$ cat config.mk
export PLATFORM = sky130hd
export DESIGN_NAME = mem_arbiter
export DESIGN_NICKNAME = d
export VERILOG_FILES = /design/src/rtl/mem_arb_pkg.sv /design/src/rtl/mem_arbiter_rr_pick.sv /design/src/rtl/mem_arbiter.sv
export SDC_FILE = /design/constraint.sdc
export NUM_CORES = 1
export LEC_CHECK = 0
export BUFFER_PORTS_ARGS = -buffer_cell sky130_fd_sc_hd__buf_2
export CAP_MARGIN = 25
export CORE_UTILIZATION = 41
export DETAILED_ROUTE_END_ITERATION = 10
export PLACE_DENSITY = 0.86
export SLEW_MARGIN = 30
export SYNTH_ARGS = -nofsm -noshare
export SYNTH_HDL_FRONTEND = slang
export SYNTH_SLANG_ARGS = --single-unit
$ cat constraint.sdc
create_clock -name clock -period 3.7 [get_ports clock]
set_input_delay 0.555 -clock clock [delete_from_list [all_inputs] [get_ports clock]]
set_output_delay 0.555 -clock clock [all_outputs]
set_load 0.01 [all_outputs]
$ cat src/rtl/mem_arb_pkg.sv
`default_nettype none
// =============================================================================
// Module   : mem_arb_pkg
// Purpose  : Shared definitions for the CPU/IOP memory arbiter: FSM state
//            encoding, requester IDs and bus widths.
// Contents : state_t (ST_IDLE, ST_ACCESS, ST_DONE), REQ_CPU, REQ_IOP,
//            ADDR_W, DATA_W, ADDR_LO (lowest bit index of the [ADDR_LO:31]
//            word-address bus).
// Revision : 1.0 - initial release
// =============================================================================
package mem_arb_pkg;

   localparam int ADDR_W  = 17;
   localparam int DATA_W  = 32;
   localparam int ADDR_LO = 32 - ADDR_W;

   localparam logic REQ_CPU = 1'b0;
   localparam logic REQ_IOP = 1'b1;

   typedef enum logic [1:0] {
      ST_IDLE   = 2'd0,
      ST_ACCESS = 2'd1,
      ST_DONE   = 2'd2
   } state_t;

endpackage
`default_nettype wire

$ cat src/rtl/mem_arbiter_rr_pick.sv
`default_nettype none
// =============================================================================
// Module   : rr_pick
// Purpose  : Two-input round-robin picker. Requests are first filtered by a
//            lock mask; on a tie the requester that was not served last wins.
// Ports    : i_reqs      [1:0] request vector, bit REQ_CPU / bit REQ_IOP
//            i_last            ID of the requester served last
//            i_lock_mask [1:0] per-requester grant permission
//            o_grant           granted requester ID
//            o_valid           at least one permitted request present
// Revision : 1.0 - initial release
// =============================================================================
module rr_pick
   import mem_arb_pkg::*;
(
   input  logic [1:0] i_reqs,
   input  logic       i_last,
   input  logic [1:0] i_lock_mask,
   output logic       o_grant,
   output logic       o_valid
);

   logic [1:0] w_req;

   assign w_req   = i_reqs & i_lock_mask;
   assign o_valid = |w_req;

   always_comb begin
      o_grant = REQ_CPU;
      if (&w_req) begin
         o_grant = ~i_last;
      end else if (w_req[REQ_IOP]) begin
         o_grant = REQ_IOP;
      end
   end

endmodule
`default_nettype wire

$ cat src/rtl/mem_arbiter.sv
`default_nettype none
// =============================================================================
// Module   : mem_arbiter
// Purpose  : Shares one word-addressed Memory between the CPU and the IOP.
//            One access at a time is latched, driven onto the Memory bus for
//            1+WAIT_STATES cycles, and completed with a one-cycle ack.
// Params   : WAIT_STATES  extra Memory-bus cycles per access (0..15)
// Macro    : MEM_ARB_LOCK_EN adds c_lock/i_lock for locked (atomic) sequences
// Ports    : clock, reset (async, active high)
//            c_req/c_address/c_write_en/c_data_in -> c_ack/c_data_out  (CPU)
//            i_req/i_address/i_write_en/i_data_in -> i_ack/i_data_out  (IOP)
//            m_address/m_write_en/m_data_out -> Memory, m_data_in <- Memory
//            busy (ACCESS or DONE), owner (0 = CPU, 1 = IOP)
// Revision : 1.0 - initial release
// =============================================================================
module mem_arbiter
   import mem_arb_pkg::*;
#(
   parameter int unsigned WAIT_STATES = 0
)(
   input  logic              clock,
   input  logic              reset,
`ifdef MEM_ARB_LOCK_EN
   input  logic              c_lock,
   input  logic              i_lock,
`endif
   input  logic              c_req,
   input  logic [ADDR_LO:31] c_address,
   input  logic [0:3]        c_write_en,
   input  logic [0:DATA_W-1] c_data_in,
   output logic              c_ack,
   output logic [0:DATA_W-1] c_data_out,
   input  logic              i_req,
   input  logic [ADDR_LO:31] i_address,
   input  logic [0:3]        i_write_en,
   input  logic [0:DATA_W-1] i_data_in,
   output logic              i_ack,
   output logic [0:DATA_W-1] i_data_out,
   output logic [ADDR_LO:31] m_address,
   output logic [0:3]        m_write_en,
   output logic [0:DATA_W-1] m_data_out,
   input  logic [0:DATA_W-1] m_data_in,
   output logic              busy,
   output logic              owner
);

   state_t            r_state;
   state_t            w_next;
   logic [3:0]        r_cnt;
   logic              r_last;
   logic              r_owner;
   logic [ADDR_LO:31] r_addr;
   logic [0:3]        r_we;
   logic [0:DATA_W-1] r_wdata;
   logic [0:DATA_W-1] r_c_rdata;
   logic [0:DATA_W-1] r_i_rdata;
   logic              w_grant;
   logic              w_valid;
   logic              w_grant_en;
   logic              w_mem_cycle;
   logic [1:0]        w_lock_mask;

   rr_pick u_pick (
      .i_reqs      ({i_req, c_req}),
      .i_last      (r_last),
      .i_lock_mask (w_lock_mask),
      .o_grant     (w_grant),
      .o_valid     (w_valid)
   );

`ifdef MEM_ARB_LOCK_EN
   logic r_lock_held;
   logic r_lock_id;
   logic r_cur_lock;

   // The lock flag of the running access decides, at its completion, whether
   // the bus stays reserved for the same requester.
   always_ff @(posedge clock or posedge reset) begin
      if (reset) begin
         r_lock_held <= 1'b0;
         r_lock_id   <= REQ_CPU;
         r_cur_lock  <= 1'b0;
      end else begin
         if (w_grant_en) begin
            r_cur_lock <= w_grant ? i_lock : c_lock;
         end
         if (r_state == ST_DONE) begin
            r_lock_held <= r_cur_lock;
            r_lock_id   <= r_owner;
         end
      end
   end

   assign w_lock_mask = r_lock_held ? (r_lock_id ? 2'b10 : 2'b01) : 2'b11;
`else
   assign w_lock_mask = 2'b11;
`endif

   always_ff @(posedge clock or posedge reset) begin
      if (reset) begin
         r_state <= ST_IDLE;
      end else begin
         r_state <= w_next;
      end
   end

   // Write enables are decoded from state and counter so that an asynchronous
   // reset kills a pending write pulse immediately.
   always_comb begin
      w_next      = r_state;
      w_grant_en  = 1'b0;
      w_mem_cycle = 1'b0;
      c_ack       = 1'b0;
      i_ack       = 1'b0;
      m_write_en  = 4'b0000;
      unique case (r_state)
         ST_IDLE: begin
            if (w_valid) begin
               w_grant_en = 1'b1;
               w_next     = ST_ACCESS;
            end
         end
         ST_ACCESS: begin
            if (r_cnt == 4'd0) begin
               w_mem_cycle = 1'b1;
               m_write_en  = r_we;
               w_next      = ST_DONE;
            end
         end
         ST_DONE: begin
            c_ack  = (r_owner == REQ_CPU);
            i_ack  = (r_owner == REQ_IOP);
            w_next = ST_IDLE;
         end
         default: begin
            w_next = ST_IDLE;
         end
      endcase
   end

   always_ff @(posedge clock or posedge reset) begin
      if (reset) begin
         r_cnt     <= 4'd0;
         r_last    <= REQ_IOP;
         r_owner   <= REQ_CPU;
         r_addr    <= '0;
         r_we      <= 4'b0000;
         r_wdata   <= '0;
         r_c_rdata <= '0;
         r_i_rdata <= '0;
      end else begin
         if (w_grant_en) begin
            r_owner <= w_grant;
            r_addr  <= w_grant ? i_address  : c_address;
            r_we    <= w_grant ? i_write_en : c_write_en;
            r_wdata <= w_grant ? i_data_in  : c_data_in;
            r_cnt   <= 4'(WAIT_STATES);
         end else if (r_state == ST_ACCESS && r_cnt != 4'd0) begin
            r_cnt <= r_cnt - 4'd1;
         end
         if (w_mem_cycle) begin
            if (r_owner == REQ_IOP) begin
               r_i_rdata <= m_data_in;
            end else begin
               r_c_rdata <= m_data_in;
            end
         end
         if (r_state == ST_DONE) begin
            r_last <= r_owner;
         end
      end
   end

   assign m_address  = r_addr;
   assign m_data_out = r_wdata;
   assign c_data_out = r_c_rdata;
   assign i_data_out = r_i_rdata;
   assign busy       = (r_state != ST_IDLE);
   assign owner      = r_owner;

endmodule
`default_nettype wire

==> flow_results.org, run 1 <==
** Timing
- For the pin with the worst max-slew slack, the measured transition is 0.8613 ns.
- Relative slew slack :: 42.58%
- The total count of hold-check failures in the final report was 0.
- The worst path in the final design needs a cycle of approximately 2.3 ns, including I/O delays and setup.
- Setup violations remaining at the end of the flow were counted as 0.
- Worst clock skew :: 0.008467 ns
- The number of pins with negative max-slew slack in the final report was 0.
- Setup repair after global routing left no endpoint under its margin.
- Derived from the worst setup path, the maximum achievable clock frequency is approximately 430 MHz.
- Setup Total Neg Slack :: 0 ns
- In the finished design, the share of the clock period the worst path needs comes to 63.07%.
- Post-Route Hold Slack :: 0.08032 ns

** Synthesis
- Among all flip-flop cells after synthesis, the most frequent one is dfrtp_1.
- Sequential area share after synthesis :: 59.06%
- When the netlist entered floorplanning its net count stood at roughly 620.
- Summing every instance area after synthesis gives 0.005299 mm^2.
- Distinct cell type count after synthesis :: 33
- Mean area per synthesized cell :: roughly 11 um^2
- The Yosys step of the flow raised 0 warnings.
- Number of flip-flops and latches in the synthesized netlist :: about 130
- Share of synthesized flip-flops with an asynchronous set or reset :: 100.0%
- Cell count after synthesis :: approximately 480
- The synthesized design contains 0 enable-type register cells.

** Worst setup path
- Category of the most critical setup path :: reg -> reg
- In this run the worst path has a maximum fanout of 32.
- At the worst endpoint, the arrival time is between 2 and 3 ns.
- Startpoint type of the worst setup path :: register
- STA puts the critical path data required time at ~4.0 ns.
- STA classifies the critical path endpoint as a register.

** Floorplanning
- The total area inside the core boundary comes to ~0.013 mm^2.
- Std cell rows :: 41
- The die covers 0.01338 mm^2.
- During I/O placement, the number of pins put on the boundary was 263.
- In this run the horizontal extent of the chip is between 100 and 150 um.
- Once the floorplan was initialized, standard cells occupied 41.99% of the core.
- In this run the vertical extent of the chip is 115.7 um.

** Status
- The flow ran to the end, and the final reports show no timing, DRC or antenna violations.

** Power and ir drop
- Switching pwr :: 0.002335 W
- For this design the static power due to leakage is 3.616 nW.
- Per report_power, the combinational group accounts for 37.5% of the total.
- Power spread over the standard cell area amounts to 908.0 mW/mm^2.
- In this run, flip-flops and latches consume 36.1% of the power.
- Sw Share :: 34.65%
- Of the total power, the clock network draws 26.4%.
- Internal Dissipation :: 0.004403 W
- VDD sags by at most 0.0003146 V.

** Clock tree
- In this run, post-CTS hold repair placed 0 buffers.
- Count of cells resized by post-cts repair :: 0
- In this run, CTS created clock tree buffers numbering 17.
- Clock-pin slew was measured on the worst setup and hold paths at 0.06 ns.
- TritonCTS built the clock tree.
- Clk buf depth :: 2
- The tree is rooted in a clkbuf_16.
- The clock reaches the later pin of the worst-skew pair after ~0.4 ns.
- Number of post-CTS setup repair buffers :: 0
- Clock tree sinks :: 125
- The H-tree was split into 4 levels.

** Drt
- Number of nets still failing antenna checks after routing :: 0
- Vias per Instance :: 5.032
- In the routed design, unresolved DRC markers number 0.
- After detailed routing, the total wire length is approximately 14000 um.
- The detailed router finished its first iteration with about 290 violations.
- Number of iterations in the first detailed-routing pass :: 4
- Average wire per cell in the routed design :: 15.00 um
- Number of vias in the routed layout :: between 4000 and 5000

** Placement
- At the end of routability-driven placement, the weighted congestion stood at 0.7469.
- Input and output buffers added on the ports amount to 262.
- Sum of net half-perimeters after detailed placement :: 9668 um

** Final layout
- Relative to the synthesized area, the layout overhead comes to 40.05%.
- Leading cell type in the layout, fill and taps excluded :: buf_2
- The final layout contains 875 nets.
- Measured on the finished design, the core utilization comes to 58.80%.
- Fraction of layout instances using a drive strength above 1 :: 45.50%
- ANT cells :: 0
- Most used cells in the layout excluding fill and tap cells :: 262 x buf_2, 124 x dfrtp_1, 106 x nand2_1, 54 x a21oi_1, 53 x a31oi_1

** Global routing
- Global route hottest layer :: met2
- The number of antenna violations at the first check in global routing was 0.
- Vias in the first global route :: 4506
- Global routing met2 resource utilization :: 37.29%
- Global routing usage on met3 :: 6.067%
- Met1 capacity usage during global routing :: 22.83%
- Summed over all layers, the global routing overflow is 0.
- Wire length of the first global-routing pass :: between 20000 and 25000 um
- Total global-route track usage :: 20.67%
- Entering global routing, the biggest net connects 80 pins.

** Hold path
- The worst hold path belongs to the class in -> async.

** Run
- The tool flagged a number of max-cap violations equal to 0.
[synthesized netlist by cell type, drive strengths merged, types with 3 or more instances]
| cell | n | area, um^2 |
|---|---|---|
| dfrtp | 124 | 3103 |
| nand2 | 106 | 397.9 |
| mux2 | 64 | 720.7 |
| a21oi | 54 | 270.3 |
| a31oi | 53 | 331.6 |
| clkbuf | 23 | 86.33 |
| buf | 12 | 81.33 |
| inv | 6 | 22.52 |
| nor2 | 6 | 27.52 |
| and3 | 5 | 31.28 |
| o21ai | 3 | 15.01 |
[registers in the layout (all words and copies together) (netlist names)]
name,flops
r_state,2
r_last,1
owner,1
m_address,17
i_data_out,32
m_data_out,32
c_data_out,32
r_cnt,4
r_we,4
[final timing paths]
kind                                       startpoint                         end  slack (ns)  cells after the start
max                            r_state[1]$_DFFE_PP0P_  c_data_out[14]$_DFFE_PP0P_        1.37                      3
min                                             reset   m_address[27]$_DFFE_PP0P_        0.08                      2
max reg2reg                    r_state[1]$_DFFE_PP0P_  c_data_out[14]$_DFFE_PP0P_        1.37                      3
min reg2reg                i_data_out[13]$_DFFE_PP0P_  i_data_out[13]$_DFFE_PP0P_        0.48                      1
max in group asynchronous                       reset        r_cnt[1]$_DFFE_PP0P_        2.95                      3
min in group clock                      m_data_in[21]  i_data_out[21]$_DFFE_PP0P_        0.38                      2
[routing by layer]
layer  up-vias  wire length [um]
met5         -                 0
met4         0               180
li1       2184                 -
met3        14              1110
met1      2212              5430
met2       204              7032
[power groups by stage]
| stage | combinational (W) | clock [W] | sequential (W) |
|---|---|---|---|
| global route | 0.00280 | 0.00188 | 0.00252 |
| finish | 0.00252 | 0.00178 | 0.00243 |
| global placement | 0.00249 | 0 | 0.00241 |
| floorplan | 0.00122 | 0 | 0.00271 |
| CTS | 0.00255 | 0.00182 | 0.00243 |
| detailed placement | 0.00255 | 0 | 0.00244 |
[critical path, cell delays in order (launching register included)]
cell and delay [ns]:
dfrtp_1 0.46, nor4b_4 0.43, nand3_2 0.71, mux2_1 0.58
[cell type report]
cell class	count	area, um^2
Fill cell	1073	5199
Sequential cell	125	3129
Multi-Input combinational cell	312	2009
Timing Repair Buffer	270	1396
Clock buffer	23	488.0
Tap cell	172	215.2
Clock inverter	9	156.4
Inverter	6	26.28
[stage by stage]
stage                     instances  area (um^2)  total power [W]  setup slack (ns)
after CTS                       916         7392         0.006805             1.325
after global placement          884         6748         0.004902             1.390
after detailed placement        884         6748         0.004999             1.326
after floorplan                 478         5303         0.003924             1.607
final                           917         7421         0.006738             1.367
after global routing            917         7421         0.007197             1.148
[kinds of logic after synthesis]
logic type               synth area share [%]
buffers and inverters                   3.589
AND/OR/NAND/NOR                         10.41
AO/OA/AOI/OAI                           12.73
multiplexers                            13.98
flip-flops                              59.06
adder cells (fa/ha/maj)                0.2361
No activity file was read; power rests on OpenSTA's default activity.
==> inputs of run 2 (changes only) <==
Settings changed: CORE_UTILIZATION 41 to 46, PLACE_DENSITY 0.86 to 0.9.
Clock period 3.7 ns to 2.3 ns, I/O delays scaled along.
==> run 2 against run 1 <==
Sequential share of layout area increased by 0.54 points. Register-to-register slack got worse by 0.97 ns. Combinational power increased by 66%. Non-clock buffer count unchanged. Cell area decreased by 1.3%. Clock-buffer cell count decreased by 3. Routed wire length increased by 3.2%. Worst hold slack improved by 0.072 ns. Global-route usage increased by 3.8 points.
==> flow_results.org, run 2 (same netlist as run 1, synthesis figures left out) <==
** Clock tree
- Clock-pin transition on the worst setup and hold timing paths :: 0.06 ns (about the same)
- The buffer depth of the longest clock path is 2 (unchanged).
- The clock insertion delay at the later pin of the skew report came to 0.40 ns (about the same).
- The number of buffers inserted to repair setup after CTS is 0 (unchanged).
- Count of cells resized by post-cts repair :: 0 (unchanged)
- CTS H-Tree Depth :: 4 (unchanged)
- Clk Tree Root Cell :: clkbuf_16
- Clock tree from TritonCTS :: yes
- The total clock sinks was 125 (unchanged).
- The number of clock buffers inserted by TritonCTS was 17 (unchanged).
- Hold buffers post-CTS :: 0 (unchanged)

** Timing
- Unrepaired setup endpoints after global routing :: no
- The transition time at the pin with the least slew margin came to 0.6496 ns (-0.2117 ns).
- Worst clock skew :: 0.01261 ns (+0.004142 ns)
- Final setup violation count :: 0 (unchanged)
- The total count of hold-check failures in the final report came to 0 (unchanged).
- Based on the critical path, the design can be clocked at up to 484.6 MHz.
- The number of pins with negative max-slew slack in the final report came to 0 (unchanged).
- Relative slew slack :: 56.70% (+14 points)
- The total negative slack is 0 ns (unchanged).
- In the finished design, the share of the clock period the worst path needs comes to 89.72%.
- Min cycle time layout :: 2.064 ns

** Floorplanning
- Starting density of the core :: 48.04% (+6.0 points)
- Std cell rows :: 38 (-7.3%)
- The area inside the core boundary was 0.01103 mm^2 (-13%).
- The die outline area is 0.01195 mm^2 (-11%).
- Top-Level Pins :: 263 (unchanged)
- Die width :: 109.3 um (-5.5%)
- The height of the die was 109.3 um (-5.5%).

** Power and ir drop
- Pleak :: 3.591 nW (-0.71%)
- PwrDens :: 1443 mW/mm^2 (+59%)
- The largest vdd supply drop was 0.0007598 V (+140%).

** Run
- # Max-Cap Violations :: 0 (unchanged)

** Worst setup path
- Minimum setup slack among reg-to-reg paths :: 0.40 ns (-0.97 ns)
- The arrival time reported for the critical path endpoint is 1.72 ns (-0.89 ns).
- Kind of end point of the critical path :: output pin
- Max stage delay on crit path :: 0.47 ns (-0.24 ns)
- Category of the most critical setup path :: reg -> out
- In this run the critical register-to-register path is launched from r_state[1]$_DFFE_PP0P_.
- Reg-to-reg endpoint :: i_data_out[12]$_DFFE_PP0P_
- Critical Path Fanout Max :: 7 (-78%)
- On the critical path, the stage with the largest delay is an instance of dfrtp_1.
- Depth of the worst register-to-register path :: 4 (+1)
- The worst setup path is launched from a register.
- The required time at the endpoint of the critical path came to 1.96 ns (-2.02 ns).
- The critical path goes through nor4b_4 > and3_1 > buf_2.

** Final layout
- Fill cell total of the finished layout :: 843 (-21%)
- The final instance count without filler cells was 885 (-3.5%).
- The net count reported at finish came to 875 (unchanged).
- Leading cell type in the layout, fill and taps excluded :: buf_2
- Most used cells in the layout excluding fill and tap cells :: 262 x buf_2, 124 x dfrtp_1, 106 x nand2_1, 54 x a21oi_1, 53 x a31oi_1
- Fraction of layout instances using a drive strength above 1 :: 45.50% (unchanged)
- Compared with the post-synthesis result, the final layout area differs by 38.28%.
- ANT cells :: 0 (unchanged)

** Drt
- Number of iterations in the first detailed-routing pass :: 4 (unchanged)
- Number of vias in the routed layout :: 4652 (+0.82%)
- Average wire per cell in the routed design :: 16.04 um (+6.9%)
- The number of violations reported at the end of detailed-routing iteration 0 is 320 (+12%).
- Post-route DRC :: 0 (unchanged)
- Vias per Instance :: 5.256 (+4.5%)
- Number of nets still failing antenna checks after routing :: 0 (unchanged)
- Final wirelength :: 14190 um (+3.2%)

** Placement
- The post-placement cell count came to 853 (-3.5%).
- The final HPWL from detailed placement came to 10030 um (+3.7%).
- Count of input and output buffers :: 262 (unchanged)
- Gp weighted congestion :: 0.7883 (+5.5%)

** Global routing
- Met1 capacity usage during global routing :: 28.90% (+6.1 points)
- Total global-route track usage :: 24.43% (+3.8 points)
- Vias in the first global route :: 4527 (+0.47%)
- Global routing usage on met3 :: 5.987% (-0.080 points)
- The number of antenna violations at the first check in global routing is 0 (unchanged).
- The total grt overflow is 0 (unchanged).
- The met2 usage was 43.13% (+5.8 points).
- In this run the most used layer during global routing was met2.
- The wire length of the first global-routing pass came to 22180 um (+4.0%).
- The pin count of the biggest net entering global routing came to 126 (+57%).

** Status
- Outcome :: finished, final reports clean

** Hold path
- In this run the worst hold path is classified as in -> async.
-- run 2: cell types whose count changed in the layout (fill, tap and decap cells not counted), sizes merged --
cell,before,now
inv,6,8
bufinv,4,1
clkinvlp,4,3
clkbuf,23,20
clkinv,1,6
-- run 2: worst max path at each step --
stage	from	endpoint	slack (ns)
floorplan	reset	c_data_out[0]$_DFFE_PP0P_	0.42
global placement	c_req	r_cnt[3]$_DFFE_PP0P_	0.33
detailed placement	c_req	r_cnt[3]$_DFFE_PP0P_	0.33
CTS	r_state[1]$_DFFE_PP0P_	m_write_en[0]	0.20
global route	r_state[1]$_DFFE_PP0P_	m_write_en[0]	0.12
finish	r_state[1]$_DFFE_PP0P_	m_write_en[0]	0.24
-- run 2: critical path, delay by kind of cell (launching register included) --
kind | cells | cell delay (ns)
buf+inv | 1 | 0.15
flops | 1 | 0.47
simple gates | 2 | 0.71
-- run 2: cell type report --
| class | count | area [um^2] | share of cell area [%] |
|---|---|---|---|
| clock inverters | 12 | 112.6 | 1.537 |
| well taps | 140 | 175.2 | 2.391 |
| clock buffers | 20 | 446.7 | 6.096 |
| multi-input cells | 312 | 2003 | 27.34 |
| flip-flops and latches | 125 | 3129 | 42.71 |
| repair buffers | 270 | 1434 | 19.57 |
| inverters | 6 | 26.28 | 0.3586 |
-- run 2: per-layer routing --
layer / share of wire [%] / vias up
li1: - / 2187
met1: 40 / 2236
met2: 51 / 212
met3: 7.5 / 17
met4: 1.7 / 0
met5: 0 / -
-- run 2: where the power goes --
group / leakage, nW / internal [W] / switching, W
Combinational: 1.87 / 0.00190 / 0.00228
Clock: 0.271 / 0.00152 / 0.000968
Sequential: 1.45 / 0.00331 / 0.000592
-- run 2: through the flow --
stage,utilization (%),hold WS (ns),power (W),instance area (um^2),setup WS [ns]
final,66.42,0.1525,0.01057,7327,0.2364
after global routing,66.42,0.1611,0.01133,7327,0.1244
after CTS,66.40,0.1550,0.01068,7325,0.1970
after detailed placement,61.33,0.4694,0.008151,6765,0.3294
after global placement,61.33,0.4617,0.007946,6765,0.3339
after floorplan,-,0.4585,0.006312,5303,0.4165
==> inputs of run 3 (changes only) <==
Settings changed: CORE_UTILIZATION 46 to 40, PLACE_DENSITY 0.9 to 0.81.
==> run 3 against run 2 <==
Setup slack worse by 0.049 ns. Global-route usage down 4.2 points. Register-to-register slack improved by 0.10 ns. Critical path type unchanged. Largest cell class unchanged. Largest power group unchanged. Highest routed layer unchanged.
==> flow_results.org, run 3 (same netlist as run 1, synthesis figures left out) <==
** Timing
- Number of hold-slack violations in the final timing report :: 0 (unchanged)
- Setup Total Neg Slack :: 0 ns (unchanged)
- Setup repair after global routing left no endpoint under its margin.
- Fin. max-slew vios :: 0 (unchanged)
- Final setup violation count :: 0 (unchanged)
- Peak clock frequency supported by timing :: 473.4 MHz (-2.3%)
- The hold slack was 0.08809 ns (-0.06445 ns).
- Worst clock skew :: 0.008190 ns (-0.004419 ns)
- The transition time at the pin with the least slew margin is 0.6981 ns (+0.04851 ns).
- The worst path setup slack after routing came to 0.1874 ns (-0.04900 ns).
- The share of the cycle needed by the critical path after routing is 91.85% (+2.1 points).
- The worst slew slack as a fraction of its limit was 53.46% (-3.2 points).
- Min cycle time layout :: 2.113 ns (+0.04900 ns)

** Worst setup path
- Depth of the worst register-to-register path :: 4 (unchanged)
- Kind of end point of the critical path :: output pin
- Crit-path cells :: nor4b_4 > buf_4 > and3_1 > buf_2
- The worst setup path is of the reg -> out kind.
- The arrival time reported for the critical path endpoint came to 1.77 ns (+0.05 ns).
- In this run the worst setup path begins at r_state[1]$_DFFE_PP0P_.
- Cell with the biggest individual delay on the critical path :: dfrtp_1
- Max stage delay on crit path :: 0.48 ns (about the same)
- The worst register-to-register path begins at r_state[1]$_DFFE_PP0P_.
- Startpoint type of the worst setup path :: register
- Family of cells with the greatest summed delay on the critical path :: simple AND/OR/NAND/NOR gates
- CP Buf/Inv Count :: 2 (+1)
- The worst-case register-to-register setup slack is 0.50 ns (+0.10 ns).
- Critical Path Fanout Max :: 6 (-1)
- The worst register-to-register path ends at i_data_out[4]$_DFFE_PP0P_.
- The required time at the endpoint of the critical path came to 1.96 ns (about the same).

** Drt
- M1 wire length :: 5636 um (-1.3%)
- The first-pass detailed-route iteration total was 4 (unchanged).
- Top Layer Used :: met4
- Met3 Routed Length :: 1189 um (+12%)
- The number of violations reported at the end of detailed-routing iteration 0 was 240 (-25%).
- Number of nets still failing antenna checks after routing :: 0 (unchanged)
- The total via count in the routed design came to 4568 (-1.8%).
- Met2 routed WL :: 6535 um (-9.0%)
- Post-route DRC :: 0 (unchanged)
- The average wire length per cell after detail routing came to 14.75 um (-8.0%).
- Vias per Instance :: 4.965 (-5.5%)
- The overall routed net length was 13570 um (-4.4%).

** Floorplanning
- Top-Level Pins :: 263 (unchanged)
- Die width :: 117.1 um (+7.1%)
- The height of the die came to 117.1 um (+7.1%).
- Starting density of the core :: 41.48% (-6.6 points)
- The die outline area is 0.01371 mm^2 (+15%).
- The area inside the core boundary was 0.01277 mm^2 (+16%).
- Std cell rows :: 41 (+7.9%)

** Clock tree
- The total clock sinks was 125 (unchanged).
- Clock tree from TritonCTS :: yes
- Worst skew pair latency :: 0.41 ns (about the same)
- Clk buf depth :: 2 (unchanged)
- The post-cts resize count was 0 (unchanged).
- The clock slew seen by the registers of the worst setup and hold paths was 0.06 ns (about the same).
- The hold buffer count at CTS is 0 (unchanged).
- CTS placed an instance of clkbuf_16 at the clock tree root.
- The number of levels the H-tree was split into was 4 (unchanged).
- CTS Buf Count :: 17 (unchanged)
- The number of buffers inserted to repair setup after CTS was 0 (unchanged).

** Global routing
- Wire length of the first global-routing pass :: 21000 um (-5.3%)
- Total global-route track usage :: 20.26% (-4.2 points)
- The total grt overflow came to 0 (unchanged).
- The pin count of the biggest net entering global routing is 126 (unchanged).
- Initial antenna violation count :: 0 (unchanged)
- The number of global-route vias before repair was 4337 (-4.2%).

** Power and ir drop
- The areal power density over the cells came to 1425 mW/mm^2 (-1.3%).
- The largest vdd supply drop came to 0.0005419 V (-29%).
- The leakage power is 3.580 nW (-0.31%).

** Placement
- The final HPWL from detailed placement was 9399 um (-6.3%).
- The number of buffer cells added on primary ports came to 262 (unchanged).
- The post-placement cell count came to 888 (+4.1%).
- The final weighted congestion of routability-driven global placement came to 0.7559 (-4.1%).
- The placement-stage worst setup slack was 0.5117 ns (+0.1824 ns).

** Final layout
- Final-stage net count :: 878 (+0.34%)
- Synth-to-Final Area Change :: 38.54%
- The share of layout cells above drive strength 1 was 45.86% (+0.35 points).
- Most used cells in the layout excluding fill and tap cells :: 262 x buf_2, 124 x dfrtp_1, 106 x nand2_1, 54 x a21oi_1, 53 x a31oi_1
- The end-of-flow core utilization was 57.47% (-9.0 points).
- ANT cells :: 0 (unchanged)
- Leaving out fill and tap cells, the most frequent cell in the layout is buf_2.
- Layout Cells excl Fill :: 920 (+4.0%)

** Status
- The flow ran to the end, and the final reports show no timing, DRC or antenna violations.

** Run
- The number of max-cap violations came to 0 (unchanged).

** Hold path
- Class of the tightest hold or removal check :: in -> async
run 3: cell count changes in the layout (fill, tap and decap cells not counted), sizes merged:
cell      previous run  this run
clkinvlp             3         6
inv                  8         7
buf                270       273
clkbuf              20        18
run 3: how the worst max path moves through the flow:
stage,endpoint,slack [ns],cells past startpoint
2_1_floorplan,c_data_out[0]$_DFFE_PP0P_,0.42,1
3_3_place_gp,i_data_out[16]$_DFFE_PP0P_,0.55,5
3_5_place_dp,i_data_out[19]$_DFFE_PP0P_,0.51,5
4_1_cts,m_write_en[0],0.17,4
5_1_grt,m_write_en[0],0.08,4
6_report,m_write_en[0],0.19,4
run 3: stage by stage:
stage | instance area, um^2 | total power [W]
floorplan | 5303 | 0.006312
global placement | 6790 | 0.007911
detailed placement | 6790 | 0.008058
CTS | 7341 | 0.01058
global route | 7341 | 0.01124
finish | 7341 | 0.01046
run 3: worst reg2reg max path: stages, from the launching register on:
cell and delay (ns):
dfrtp_1 0.48, nor4b_4 0.36, and3_1 0.25, buf_12 0.22, mux2_1 0.37
run 3: report_power, final:
group | total (W) | internal [W] | switching, W
clock network | 0.00247 | 0.00148 | 0.000983
registers | 0.00389 | 0.00331 | 0.000582
logic | 0.00410 | 0.00189 | 0.00221
total | 0.0105 | 0.00668 | 0.00378
run 3: final cells by class:
class	instances	area (um^2)
multi-input cells	312	2001
well taps	172	215.2
clock inverters	14	121.4
flip-flops and latches	125	3129
repair buffers	273	1419
clock buffers	18	429.2
inverters	6	26.28
fillers	1097	5433
run 3: metal layers:
layer	up-vias	GRT usage, %
met5	-	0
met2	220	33.69
li1	2197	-
met1	2134	23.64
met3	17	7.930
met4	0	7.764
